**src/rtl/bingo_pkg.sv**
```systemverilog
// Shared constants, FSM state type, line masks and BCD helper for the bingo board.
package bingo_pkg;

   localparam int unsigned N     = 5;
   localparam int unsigned CELLS = 25;
   localparam int unsigned NUM_W = 5;
   localparam int unsigned LINES = 12;

   typedef enum logic [2:0] {StIdle, StFill, StShuffle, StPlay, StScan} state_e;

   // Scan order: rows 0-4, columns 0-4, main diagonal, anti-diagonal.
   localparam logic [CELLS-1:0] LINE_MASK [0:LINES-1] = '{
      25'h000001F, 25'h00003E0, 25'h0007C00, 25'h00F8000, 25'h1F00000,
      25'h0108421, 25'h0210842, 25'h0421084, 25'h0842108, 25'h1084210,
      25'h1041041, 25'h0111110
   };

   function automatic logic [7:0] to_bcd(input logic [3:0] n);
      if (n >= 4'd10) begin
         return {4'd1, n - 4'd10};
      end
      return {4'd0, n};
   endfunction

endpackage

```
**src/rtl/bingo_board_if.sv**
```systemverilog
// Handshake and display-facing signals of the bingo board.
interface bingo_board_if;
   import bingo_pkg::*;

   logic                   start;
   logic                   mark_valid;
   logic [NUM_W-1:0]       mark_num;
   logic                   mark_ready;
   logic                   mark_done;
   logic                   mark_hit;
   logic [CELLS*NUM_W-1:0] map;
   logic [CELLS-1:0]       circle;
   logic [7:0]             display_nums;
   logic                   win;
   logic                   busy;

   modport master (
      output start, mark_valid, mark_num,
      input  mark_ready, mark_done, mark_hit, map, circle, display_nums, win, busy
   );

   modport slave (
      input  start, mark_valid, mark_num,
      output mark_ready, mark_done, mark_hit, map, circle, display_nums, win, busy
   );

endinterface

```
**src/rtl/bingo_lfsr.sv**
```systemverilog
// Free-running 16-bit Fibonacci LFSR, taps 16,14,13,11.
module bingo_lfsr #(
   parameter logic [15:0] SEED = 16'hACE1
) (
   input  logic        clk,
   input  logic        rst,
   output logic [15:0] value
);

   always_ff @(posedge clk or posedge rst) begin
      if (rst) begin
         value <= SEED;
      end else begin
         value <= {value[14:0], value[15] ^ value[13] ^ value[12] ^ value[10]};
      end
   end

endmodule

```
**src/rtl/bingo_board.sv**
```systemverilog
// Bingo board game state: fill, shuffle, mark called numbers and count completed lines.
module bingo_board
   import bingo_pkg::*;
#(
   parameter bit          SHUFFLE_EN = 1'b1,
   parameter logic [15:0] LFSR_SEED  = 16'hACE1,
   parameter int unsigned WIN_LINES  = 5
) (
   input  logic         clk,
   input  logic         rst,
   bingo_board_if.slave bus
);

   state_e             state_q;
   logic [NUM_W-1:0]   cell_q [CELLS];
   logic [4:0]         idx_q;
   logic [3:0]         line_q;
   logic [3:0]         cnt_q;
   logic [CELLS-1:0]   circle_q;
   logic [7:0]         disp_q;
   logic               win_q;
   logic               done_q;
   logic               hit_q;

   logic [15:0]        lfsr;
   logic [4:0]         rnd;
   logic               found;
   logic [4:0]         match_idx;
   logic               num_ok;
   logic               line_full;

   bingo_lfsr #(
      .SEED(LFSR_SEED)
   ) u_lfsr (
      .clk  (clk),
      .rst  (rst),
      .value(lfsr)
   );

   assign rnd    = lfsr[4:0];
   assign num_ok = (bus.mark_num >= 5'd1) && (bus.mark_num <= 5'd25);

   always_comb begin
      found     = 1'b0;
      match_idx = '0;
      for (int k = 0; k < CELLS; k++) begin
         if (cell_q[k] == bus.mark_num) begin
            found     = 1'b1;
            match_idx = 5'(k);
         end
      end
   end

   // line_q == LINES is the commit cycle, not a real line.
   always_comb begin
      line_full = 1'b0;
      if (line_q < 4'(LINES)) begin
         line_full = &(circle_q | ~LINE_MASK[line_q]);
      end
   end

   always_ff @(posedge clk or posedge rst) begin
      if (rst) begin
         state_q  <= StIdle;
         for (int k = 0; k < CELLS; k++) begin
            cell_q[k] <= '0;
         end
         idx_q    <= '0;
         line_q   <= '0;
         cnt_q    <= '0;
         circle_q <= '0;
         disp_q   <= '0;
         win_q    <= 1'b0;
         done_q   <= 1'b0;
         hit_q    <= 1'b0;
      end else begin
         done_q <= 1'b0;
         hit_q  <= 1'b0;
         unique case (state_q)
            StIdle: begin
               if (bus.start) begin
                  state_q <= StFill;
                  idx_q   <= '0;
               end
            end
            StFill: begin
               cell_q[idx_q] <= idx_q + 5'd1;
               circle_q      <= '0;
               disp_q        <= '0;
               win_q         <= 1'b0;
               if (idx_q == 5'(CELLS - 1)) begin
                  state_q <= SHUFFLE_EN ? StShuffle : StPlay;
               end else begin
                  idx_q <= idx_q + 5'd1;
               end
            end
            StShuffle: begin
               if (rnd <= idx_q) begin
                  cell_q[idx_q] <= cell_q[rnd];
                  cell_q[rnd]   <= cell_q[idx_q];
                  idx_q         <= idx_q - 5'd1;
                  if (idx_q == 5'd1) begin
                     state_q <= StPlay;
                  end
               end
            end
            StPlay: begin
               if (bus.start) begin
                  state_q <= StFill;
                  idx_q   <= '0;
               end else if (bus.mark_valid) begin
                  done_q <= 1'b1;
                  if (num_ok && found && !circle_q[match_idx]) begin
                     circle_q[match_idx] <= 1'b1;
                     hit_q   <= 1'b1;
                     state_q <= StScan;
                     line_q  <= '0;
                     cnt_q   <= '0;
                  end
               end
            end
            StScan: begin
               if (line_q == 4'(LINES)) begin
                  disp_q  <= to_bcd(cnt_q);
                  win_q   <= (32'(cnt_q) >= WIN_LINES);
                  state_q <= StPlay;
               end else begin
                  if (line_full) begin
                     cnt_q <= cnt_q + 4'd1;
                  end
                  line_q <= line_q + 4'd1;
               end
            end
            default: state_q <= StIdle;
         endcase
      end
   end

   always_comb begin
      bus.map = '0;
      for (int k = 0; k < CELLS; k++) begin
         bus.map[NUM_W*k +: NUM_W] = cell_q[k];
      end
   end

   assign bus.circle       = circle_q;
   assign bus.display_nums = disp_q;
   assign bus.win          = win_q;
   assign bus.mark_done    = done_q;
   assign bus.mark_hit     = hit_q;
   assign bus.mark_ready   = (state_q == StPlay);
   assign bus.busy         = (state_q == StFill) || (state_q == StShuffle) ||
                             (state_q == StScan);

endmodule

```
**src/flat_wrapper.sv**
```systemverilog
// flat-port wrapper written by rule: the top's interface ports become plain ports
module bingo_board_flat import bingo_pkg::*;
#(
   parameter bit          SHUFFLE_EN = 1'b1,
   parameter logic [15:0] LFSR_SEED  = 16'hACE1,
   parameter int unsigned WIN_LINES  = 5
)
  (clk, rst, bus_start, bus_mark_valid, bus_mark_num, bus_mark_ready, bus_mark_done, bus_mark_hit, bus_map, bus_circle, bus_display_nums, bus_win, bus_busy);
  bingo_board_if bus_i ();
  input  logic clk;
  input  logic rst;
  input wire logic [$bits(bus_i.start)-1:0] bus_start;
  input wire logic [$bits(bus_i.mark_valid)-1:0] bus_mark_valid;
  input wire logic [$bits(bus_i.mark_num)-1:0] bus_mark_num;
  output wire logic [$bits(bus_i.mark_ready)-1:0] bus_mark_ready;
  output wire logic [$bits(bus_i.mark_done)-1:0] bus_mark_done;
  output wire logic [$bits(bus_i.mark_hit)-1:0] bus_mark_hit;
  output wire logic [$bits(bus_i.map)-1:0] bus_map;
  output wire logic [$bits(bus_i.circle)-1:0] bus_circle;
  output wire logic [$bits(bus_i.display_nums)-1:0] bus_display_nums;
  output wire logic [$bits(bus_i.win)-1:0] bus_win;
  output wire logic [$bits(bus_i.busy)-1:0] bus_busy;
  assign bus_i.start = bus_start;
  assign bus_i.mark_valid = bus_mark_valid;
  assign bus_i.mark_num = bus_mark_num;
  assign bus_mark_ready = bus_i.mark_ready;
  assign bus_mark_done = bus_i.mark_done;
  assign bus_mark_hit = bus_i.mark_hit;
  assign bus_map = bus_i.map;
  assign bus_circle = bus_i.circle;
  assign bus_display_nums = bus_i.display_nums;
  assign bus_win = bus_i.win;
  assign bus_busy = bus_i.busy;
  bingo_board #(.SHUFFLE_EN(SHUFFLE_EN), .LFSR_SEED(LFSR_SEED), .WIN_LINES(WIN_LINES)) u_core (.clk(clk), .rst(rst), .bus(bus_i));
endmodule
```
**config.mk**
```make
export PLATFORM = sky130hd
export DESIGN_NAME = bingo_board_flat
export DESIGN_NICKNAME = d
export VERILOG_FILES = /design/src/rtl/bingo_pkg.sv /design/src/rtl/bingo_board_if.sv /design/src/rtl/bingo_lfsr.sv /design/src/rtl/bingo_board.sv /design/src/flat_wrapper.sv
export SDC_FILE = /design/constraint.sdc
export NUM_CORES = 1
export LEC_CHECK = 0
export ABC_AREA = 1
export BUFFER_PORTS_ARGS = -buffer_cell sky130_fd_sc_hd__buf_4
export CAP_MARGIN = 20
export CORE_UTILIZATION = 45
export CTS_CLUSTER_DIAMETER = 150
export DETAILED_ROUTE_END_ITERATION = 8
export PLACE_DENSITY = 0.68
export SLEW_MARGIN = 25
export SYNTH_ARGS = -nofsm -noshare
export SYNTH_HDL_FRONTEND = slang
export SYNTH_SLANG_ARGS = --single-unit
```
**constraint.sdc**
```tcl
create_clock -name clk -period 6 [get_ports clk]
set_clock_uncertainty 0.15 [all_clocks]
set_input_delay 0.3 -clock clk [delete_from_list [all_inputs] [get_ports clk]]
set_output_delay 0.3 -clock clk [all_outputs]
set_load 0.01 [all_outputs]
```
==> results.yml, run 1 <==
run_status:
  outcome: "complete, no violations"
power_and_ir_drop:
  p_comb_share_pct: 62.3
  p_int_uw: 3800
  irDropWorstVdd_uv: 488
  power_density_nw_per_um2: 523
  netSwitchingFraction_pct: 58.6
  p_leak_uw: 0.00768
  p_switching_uw: 5370
  clockPowerShare_pct: 13.0
  seqPwrFrac_pct: 24.6
worst_setup_path:
  path_cells: "nor2_1 -> buf_4 -> inv_1 -> buf_4 -> o22ai_1 -> o21ai_0 -> nand2_1 -> nor4_2 -> clkinv_1 -> a2111oi_0 -> a21oi_1"
  crit_required_ns: 6.17
  critPathCaptureType: "register"
  max_stage_delay_ns: 0.91
  path_max_fanout: 16
  critPathBufInv: 4
  r2r_setup_slack_ns: 1.05
  start_kind: "register"
  cp_common_cell: "buf_4"
  crit_family: "buffers and inverters"
  path_class: "reg -> reg"
  cp.arrival_ns: 5.12
  slowest_stage: "clkinv_1"
sta:
  rsz0062_at_grt: "false"
  drv_slew: 0
  setup_viol: 0
  relSlewSlack_pct: 26.7
  fin_crit_sh_pct: 82.5
  worstMarginPinSlew_ns: 1.09
  final_hold_viol_count: 0
  fmax_mhz: 202
  fin_tns_setup_ns: 0
  final.min_clock_period_ns: 4.95
cells_and_area:
  areaGrowthSynthToFinish_pct: 15.4
  antennaDiodeCount: 0
  fin_cells: 2792
  nNetsFinal: 2367
  final_area_um2: 17600
  drive_gt1_share_pct: 14.2
logic_synthesis:
  synth_fa_ha_area_share_pct: 1.73
  synth_ff_type: "dfrtp_1"
  synthArstFlopShare_pct: 100
  avgSynthCellArea_um2: 6.92
  synth_mux_area_share_pct: 0
  synth_top_family_by_area: "compound AO/OA/AOI/OAI gates"
  synth-compound-area-share_pct: 29.0
  synth_edf_count: 0
  yosysUniqueCellTypes: 61
  yosys.area_share.simple_pct: 20.1
  synthXorXnorAreaFrac_pct: 5.18
  syn-instance-count: 2197
  yosys_warnings: 0
  ys_seq_area_share_pct: 31.3
  ys_seq_elements: 190
  synthesis.area_um2: 15200
global_route:
  track_usage_pct: 42.1
  grt_pass1_vias: 16000
  antenna_found_initial: 1
  grt_overflow: 0
  grt_pass1_wl_um: 105000
  grt_start_max_net_pins: 125
worst_hold_path:
  hp-class: "in -> reg"
floorplan:
  start_util_pct: 46.3
  coreArea_um2: 32900
  die-area_um2: 34500
  num_rows: 66
  ioPinCount: 172
  die_w_um: 186
  fp.dieH_um: 186
placement:
  portBuffers: 168
  gp_congestion: 1.02
  dp_hpwl_um: 51300
  placed_area_um2: 16900
  placed_cells: 2757
clocking:
  numCtsBuffers: 17
  path_clk_slew_ns: 0.08
  htreeDepth: 4
  clock_sinks: 190
  cts-root-buf: "clkbuf_16"
  cts_tree: "built"
  clock_path_buffers: 2
  clock_latency_ns: 0.48
routing:
  drt-initial-drc-count: 2781
  post-route-drc-count: 0
  drt_wl_total_um: 72200
  dr.pass1.iters: 6
  avgViaCountPerCell: 6.31
  wl_per_cell_um: 25.9
  vias: 17600
  ant_nets: 0
flow_run:
  drv_cap: 0
[layer usage]
| layer | routed length [um] | global-route usage [%] | vias to the layer above | share of wire (%) |
|---|---|---|---|---|
| li1 | - | - | 7753 | - |
| met1 | 28200 | 56.5 | 8182 | 39 |
| met2 | 29600 | 59.9 | 1365 | 41 |
| met3 | 9610 | 12.0 | 305 | 13 |
| met4 | 4720 | 24.7 | 6 | 6.5 |
| met5 | 35 | 0 | - | 0.048 |
[worst min-delay path, stage by stage]
cell and delay, ns:
buf_4 0.10, o311ai_0 0.12, inv_1 0.11, nand4_1 0.09, nand2_1 0.07
[repair_timing]
item | in CTS | in global routing
setup buffers | 0 | 0
endpoints found under the hold margin | 124 | 0
hold buffers | 3 | 0
gates resized for setup | 0 | 0
[path summary, 6_finish.rpt]
path                                             startpoint                               end  cells past startpoint
min reg2reg                u_core.u_lfsr.value[8]$_DFF_PP0_  u_core.u_lfsr.value[9]$_DFF_PP0_                      0
max                        u_core.u_lfsr.value[0]$_DFF_PP1_    u_core.bus.map[74]$_DFFE_PP0P_                     11
min                                          bus_mark_valid     u_core.state_q[1]$_DFFE_PP0P_                      5
min in group asynchronous                               rst  u_core.bus.circle[7]$_DFFE_PP0P_                      3
max in group asynchronous                               rst       u_core.idx_q[0]$_DFFE_PP0P_                      4
max reg2reg                u_core.u_lfsr.value[0]$_DFF_PP1_    u_core.bus.map[74]$_DFFE_PP0P_                     11
[cell usage after synthesis (21+ instances only)]
master,count,area [um2]
inv_1,353,1330
nand2_1,319,1200
nor2_1,235,882
a21oi_1,209,1050
dfrtp_1,182,4550
o21ai_0,178,891
o22ai_1,83,519
clkbuf_1,68,255
a22oi_1,61,458
nor3_1,56,280
xnor2_1,50,438
a221oi_1,43,377
xor2_1,40,350
nand3_1,38,190
o21ai_2,23,201
nand2_2,22,138
a211oi_1,21,158
ha_1,21,263
[registers in the layout (all words and copies together), names as in the netlist]
register	flops
u_core.u_lfsr.value	16
u_core.bus.display_nums	5
u_core.bus.mark_done	1
u_core.bus.map	125
u_core.bus.mark_hit	1
u_core.idx_q	5
u_core.line_q	4
u_core.cnt_q	4
u_core.bus.circle	25
u_core.bus.win	1
u_core.state_q	3
[placed cells by master, fill, tap and decap left out, drive strengths merged, types with 3 or more instances in the layout]
master and instances:
a2111oi 16, a211oi 21, a21oi 211, a221oi 43, a22oi 61, a2bb2oi 6
a31oi 4, a32oi 7, and3 8, buf 216, clkbuf 17, clkinv 23
conb 3, dfrtp 182, dfstp 8, dlygate4sd3 3, ha 21, inv 362
nand2 345, nand3 41, nand4 11, nor2 239, nor3 56, nor4 15
o2111ai 3, o211ai 9, o21ai 204, o221ai 14, o22ai 83, o41ai 4
xnor2 50, xor2 40
[stage by stage]
stage | worst slack (ns) | util, % | hold slack, ns | power, uW
6_report | 1.05 | 53.4 | 0.195 | 9180
5_1_grt | 1.02 | 53.4 | 0.207 | 9480
4_1_cts | 1.70 | 53.4 | 0.181 | 8840
3_5_place_dp | 1.34 | 51.4 | 0.186 | 7620
3_3_place_gp | 1.38 | 51.4 | 0.186 | 7620
2_1_floorplan | 0.393 | - | 0.181 | 5060
[cell families (layout without fill, tap and decap cells)]
family                     after synthesis  after routing
adders and majority gates               21             21
AOI/OAI and AO/OA                      706            706
other                                    1              3
DFF                                    190            190
and+or+nand+nor                        718            718
buffers and inverters                  471            622
xor gates and xnor gates                90             90
[area by class of cell]
class                   instances  area (um2)
multi-input cells            1538        8560
clock inverters                15         193
flip-flops and latches        190        4770
clock buffers                  17         425
fillers                      3295       15300
inverters                     371        1410
repair buffers                219        1650
well taps                     442         553
[power groups by stage]
stage | Combinational [uW] | Sequential (uW) | Clock [uW]
after floorplan | 2960 | 2090 | 0
after global placement | 5360 | 2260 | 0
after detailed placement | 5380 | 2250 | 0
after CTS | 5400 | 2230 | 1210
after global routing | 5940 | 2270 | 1270
final | 5720 | 2260 | 1200
No activity file was read; power rests on OpenSTA's default activity.
==> run 2: changes to the inputs <==
--- a/config.mk
+++ b/config.mk
@@ -5,7 +5,7 @@
 export SDC_FILE = /design/constraint.sdc
 export NUM_CORES = 1
 export LEC_CHECK = 0
-export ABC_AREA = 1
+export ABC_AREA = 0
 export BUFFER_PORTS_ARGS = -buffer_cell sky130_fd_sc_hd__buf_4
 export CAP_MARGIN = 20
 export CORE_UTILIZATION = 45
==> constraint.sdc (replaced) <==
create_clock -name clk -period 5.2 [get_ports clk]
set_clock_uncertainty 0.15 [all_clocks]
set_input_delay 0.26 -clock clk [delete_from_list [all_inputs] [get_ports clk]]
set_output_delay 0.26 -clock clk [all_outputs]
set_load 0.01 [all_outputs]
==> run 2 against run 1 <==
Net effect:
- clock power is 10% higher
- combinational power increased by 2%
- critical path depth down 4
- critical path type unchanged
- critical endpoint is now u_core.bus.map[65]$_DFFE_PP0P_
- largest cell class unchanged
- largest power group unchanged
- highest routed layer unchanged
==> results.yml, run 2 <==
cells_and_area:
  nNetsFinal: 1772
  drive_gt1_share_pct: 21.0
  nFillCells: 2929
  final_cell_mix: "nand2_1, buf_4, dfrtp_1"
  antennaDiodeCount: 0
  areaGrowthSynthToFinish_pct: 15.3
  fin_cells: 2157
  largest_reg_flops: 125
power_and_ir_drop:
  p_leak_uw: 0.00694
  p_switching_uw: 5200
  clockPowerShare_pct: 13.2
  power_density_nw_per_um2: 594
  seqPwrFrac_pct: 28.2
  p_comb_share_pct: 58.5
  p_int_uw: 4730
  netSwitchingFraction_pct: 52.4
  irDropWorstVdd_uv: 286
routing:
  avgViaCountPerCell: 6.89
  drt_wl_total_um: 60500
  vias: 14900
  drt-initial-drc-count: 2522
  dr.pass1.iters: 6
  post-route-drc-count: 0
  ant_nets: 0
  wl_per_cell_um: 28.1
worst_hold_path:
  hp-class: "in -> reg"
  min_from: "bus_mark_valid"
  hold_end: "u_core.bus.mark_done$_DFF_PP0_"
  hold_depth: 2
sta:
  final_hold_viol_count: 0
  setup_viol: 0
  fmax_mhz: 236
  fin_crit_sh_pct: 81.5
  final.min_clock_period_ns: 4.24
  relSlewSlack_pct: 20.2
  fin_tns_setup_ns: 0
  worstMarginPinSlew_ns: 1.19
  drv_slew: 0
  fin_ws_ns: 0.959
  rsz0062_at_grt: "false"
floorplan:
  fp.dieH_um: 182
  start_util_pct: 45.9
  ioPinCount: 172
  coreArea_um2: 31600
  die-area_um2: 33000
  num_rows: 65
  die_w_um: 182
clocking:
  cts-root-buf: "clkbuf_16"
  cts_tree: "built"
  hold_buffers: 2
  path_clk_slew_ns: 0.09
  post-cts-setup-buffers: 0
  numCtsBuffers: 17
  clock_path_buffers: 2
  htreeDepth: 4
  post_cts_resized: 0
  clock_sinks: 190
  clock_latency_ns: 0.45
placement:
  gp_congestion: 1.05
  dp_hpwl_um: 44000
  dp_slack_ns: 1.03
  placed_cells: 2122
  portBuffers: 168
logic_synthesis:
  synth_top_area_share_pct: 31.4
  yosys_warnings: 0
  synth_top_cell_by_area: "dfrtp_1"
  synthArstFlopShare_pct: 100
  avgSynthCellArea_um2: 9.02
  ys_seq_area_share_pct: 32.8
  netlist_top_cells_count: "nand2_1, dfrtp_1, a21oi_1"
  synth.area.top_cells: "dfrtp_1, mux4_2, nand2_1, a21oi_1, xor2_1"
  yosysMostFrequentCell: "nand2_1"
  yosysUniqueCellTypes: 80
  synth_ff_type: "dfrtp_1"
  syn-instance-count: 1608
  ys_seq_elements: 190
  synth_edf_count: 0
  synthesis.area_um2: 14500
worst_setup_path:
  critPathCaptureType: "register"
  crit_required_ns: 5.39
  r2r_end: "u_core.bus.map[65]$_DFFE_PP0P_"
  r2r_setup_slack_ns: 0.96
  start_kind: "register"
  r2r_start: "u_core.idx_q[1]$_DFFE_PP0P_"
  reg2reg_depth: 7
  path_class: "reg -> reg"
  cp.arrival_ns: 4.43
  path_max_fanout: 19
flow_run:
  drv_cap: 0
global_route:
  grt_pass1_vias: 13800
  grt_start_max_net_pins: 134
  grt_pass1_wl_um: 90500
  antenna_found_initial: 1
  track_usage_pct: 36.7
  grt_overflow: 0
run_status:
  outcome: "complete, no violations"
run 2: cell count changes after synthesis, sizes merged, moves of 16 or more:
cell | before | now
a221oi | 43 | 8
inv | 358 | 42
nand2 | 345 | 216
a22oi | 61 | 26
mux4 | 0 | 66
a21oi | 211 | 133
a22o | 2 | 61
o22a | 0 | 16
xor2 | 40 | 67
nor2 | 239 | 103
o21ai | 204 | 72
nand3 | 41 | 59
run 2: per-stage QoR:
| stage | utilization (%) | hold slack (ns) | cell area (um2) | power (uW) |
|---|---|---|---|---|
| 2_1_floorplan | - | 0.181 | 14500 | 5940 |
| 3_3_place_gp | 50.9 | 0.186 | 16100 | 8270 |
| 3_5_place_dp | 50.9 | 0.189 | 16100 | 8330 |
| 4_1_cts | 52.8 | 0.0101 | 16700 | 9670 |
| 5_1_grt | 52.9 | 0.0120 | 16700 | 10300 |
| 6_report | 52.9 | 0.0295 | 16700 | 9930 |
run 2: how the worst max path moves through the flow:
stage	start	end	slack [ns]	depth (start not counted)
6_report	u_core.idx_q[1]$_DFFE_PP0P_	u_core.bus.map[65]$_DFFE_PP0P_	0.96	7
4_1_cts	u_core.idx_q[1]$_DFFE_PP0P_	u_core.bus.map[13]$_DFFE_PP0P_	1.01	12
3_5_place_dp	u_core.idx_q[1]$_DFFE_PP0P_	u_core.bus.map[13]$_DFFE_PP0P_	1.03	12
2_1_floorplan	u_core.idx_q[1]$_DFFE_PP0P_	u_core.bus.map[98]$_DFFE_PP0P_	1.11	15
3_3_place_gp	u_core.u_lfsr.value[0]$_DFF_PP1_	u_core.bus.map[13]$_DFFE_PP0P_	0.95	9
5_1_grt	u_core.idx_q[1]$_DFFE_PP0P_	u_core.bus.map[13]$_DFFE_PP0P_	0.70	12
run 2: layout make-up:
type,instances,area (um2),area share (%)
clock buffer,18,439,2.63
clock inverter,14,125,0.748
inverter,42,161,0.965
multi-input combinational,1273,9060,54.2
sequential,190,4770,28.5
tap,402,503,3.01
timing repair buffer,218,1670,9.96
run 2: worst max-delay path, cell delays in order (launching register included):
cell and delay, ns:
dfrtp_2 0.79, buf_4 0.32, mux4_2 0.54, mux4_2 0.50, a221o_1 0.61, inv_1 0.67
a31oi_1 0.19, o32a_1 0.33
run 2: cells by family (layout without fill, tap and decap cells):
group           Yosys count  count (layout)  share of synthesized area [%]
mux                      81              81                           11.4
fa+ha+maj                21              21                           1.81
buf+inv                 147             292                           5.02
simple gates            514             514                           16.7
flops                   190             190                           32.8
other cells               1               3                         0.0258
xor+xnor                132             132                           7.97
compound gates          522             522                           24.3
run 2: routing by layer:
metal | part of all wire [%] | up-vias | global-route usage (%)
met5 | 0.015 | - | 0
met4 | 5.0 | 2 | 16.7
met3 | 13 | 209 | 9.93
met2 | 42 | 1160 | 52.7
met1 | 40 | 7198 | 51.5
li1 | - | 6295 | -
run 2: power groups by stage:
stage | logic [uW] | registers, uW | clock network (uW)
2_1_floorplan | 3480 | 2450 | 0
3_3_place_gp | 5490 | 2780 | 0
3_5_place_dp | 5540 | 2790 | 0
4_1_cts | 5570 | 2770 | 1330
5_1_grt | 6060 | 2830 | 1390
6_report | 5810 | 2810 | 1320
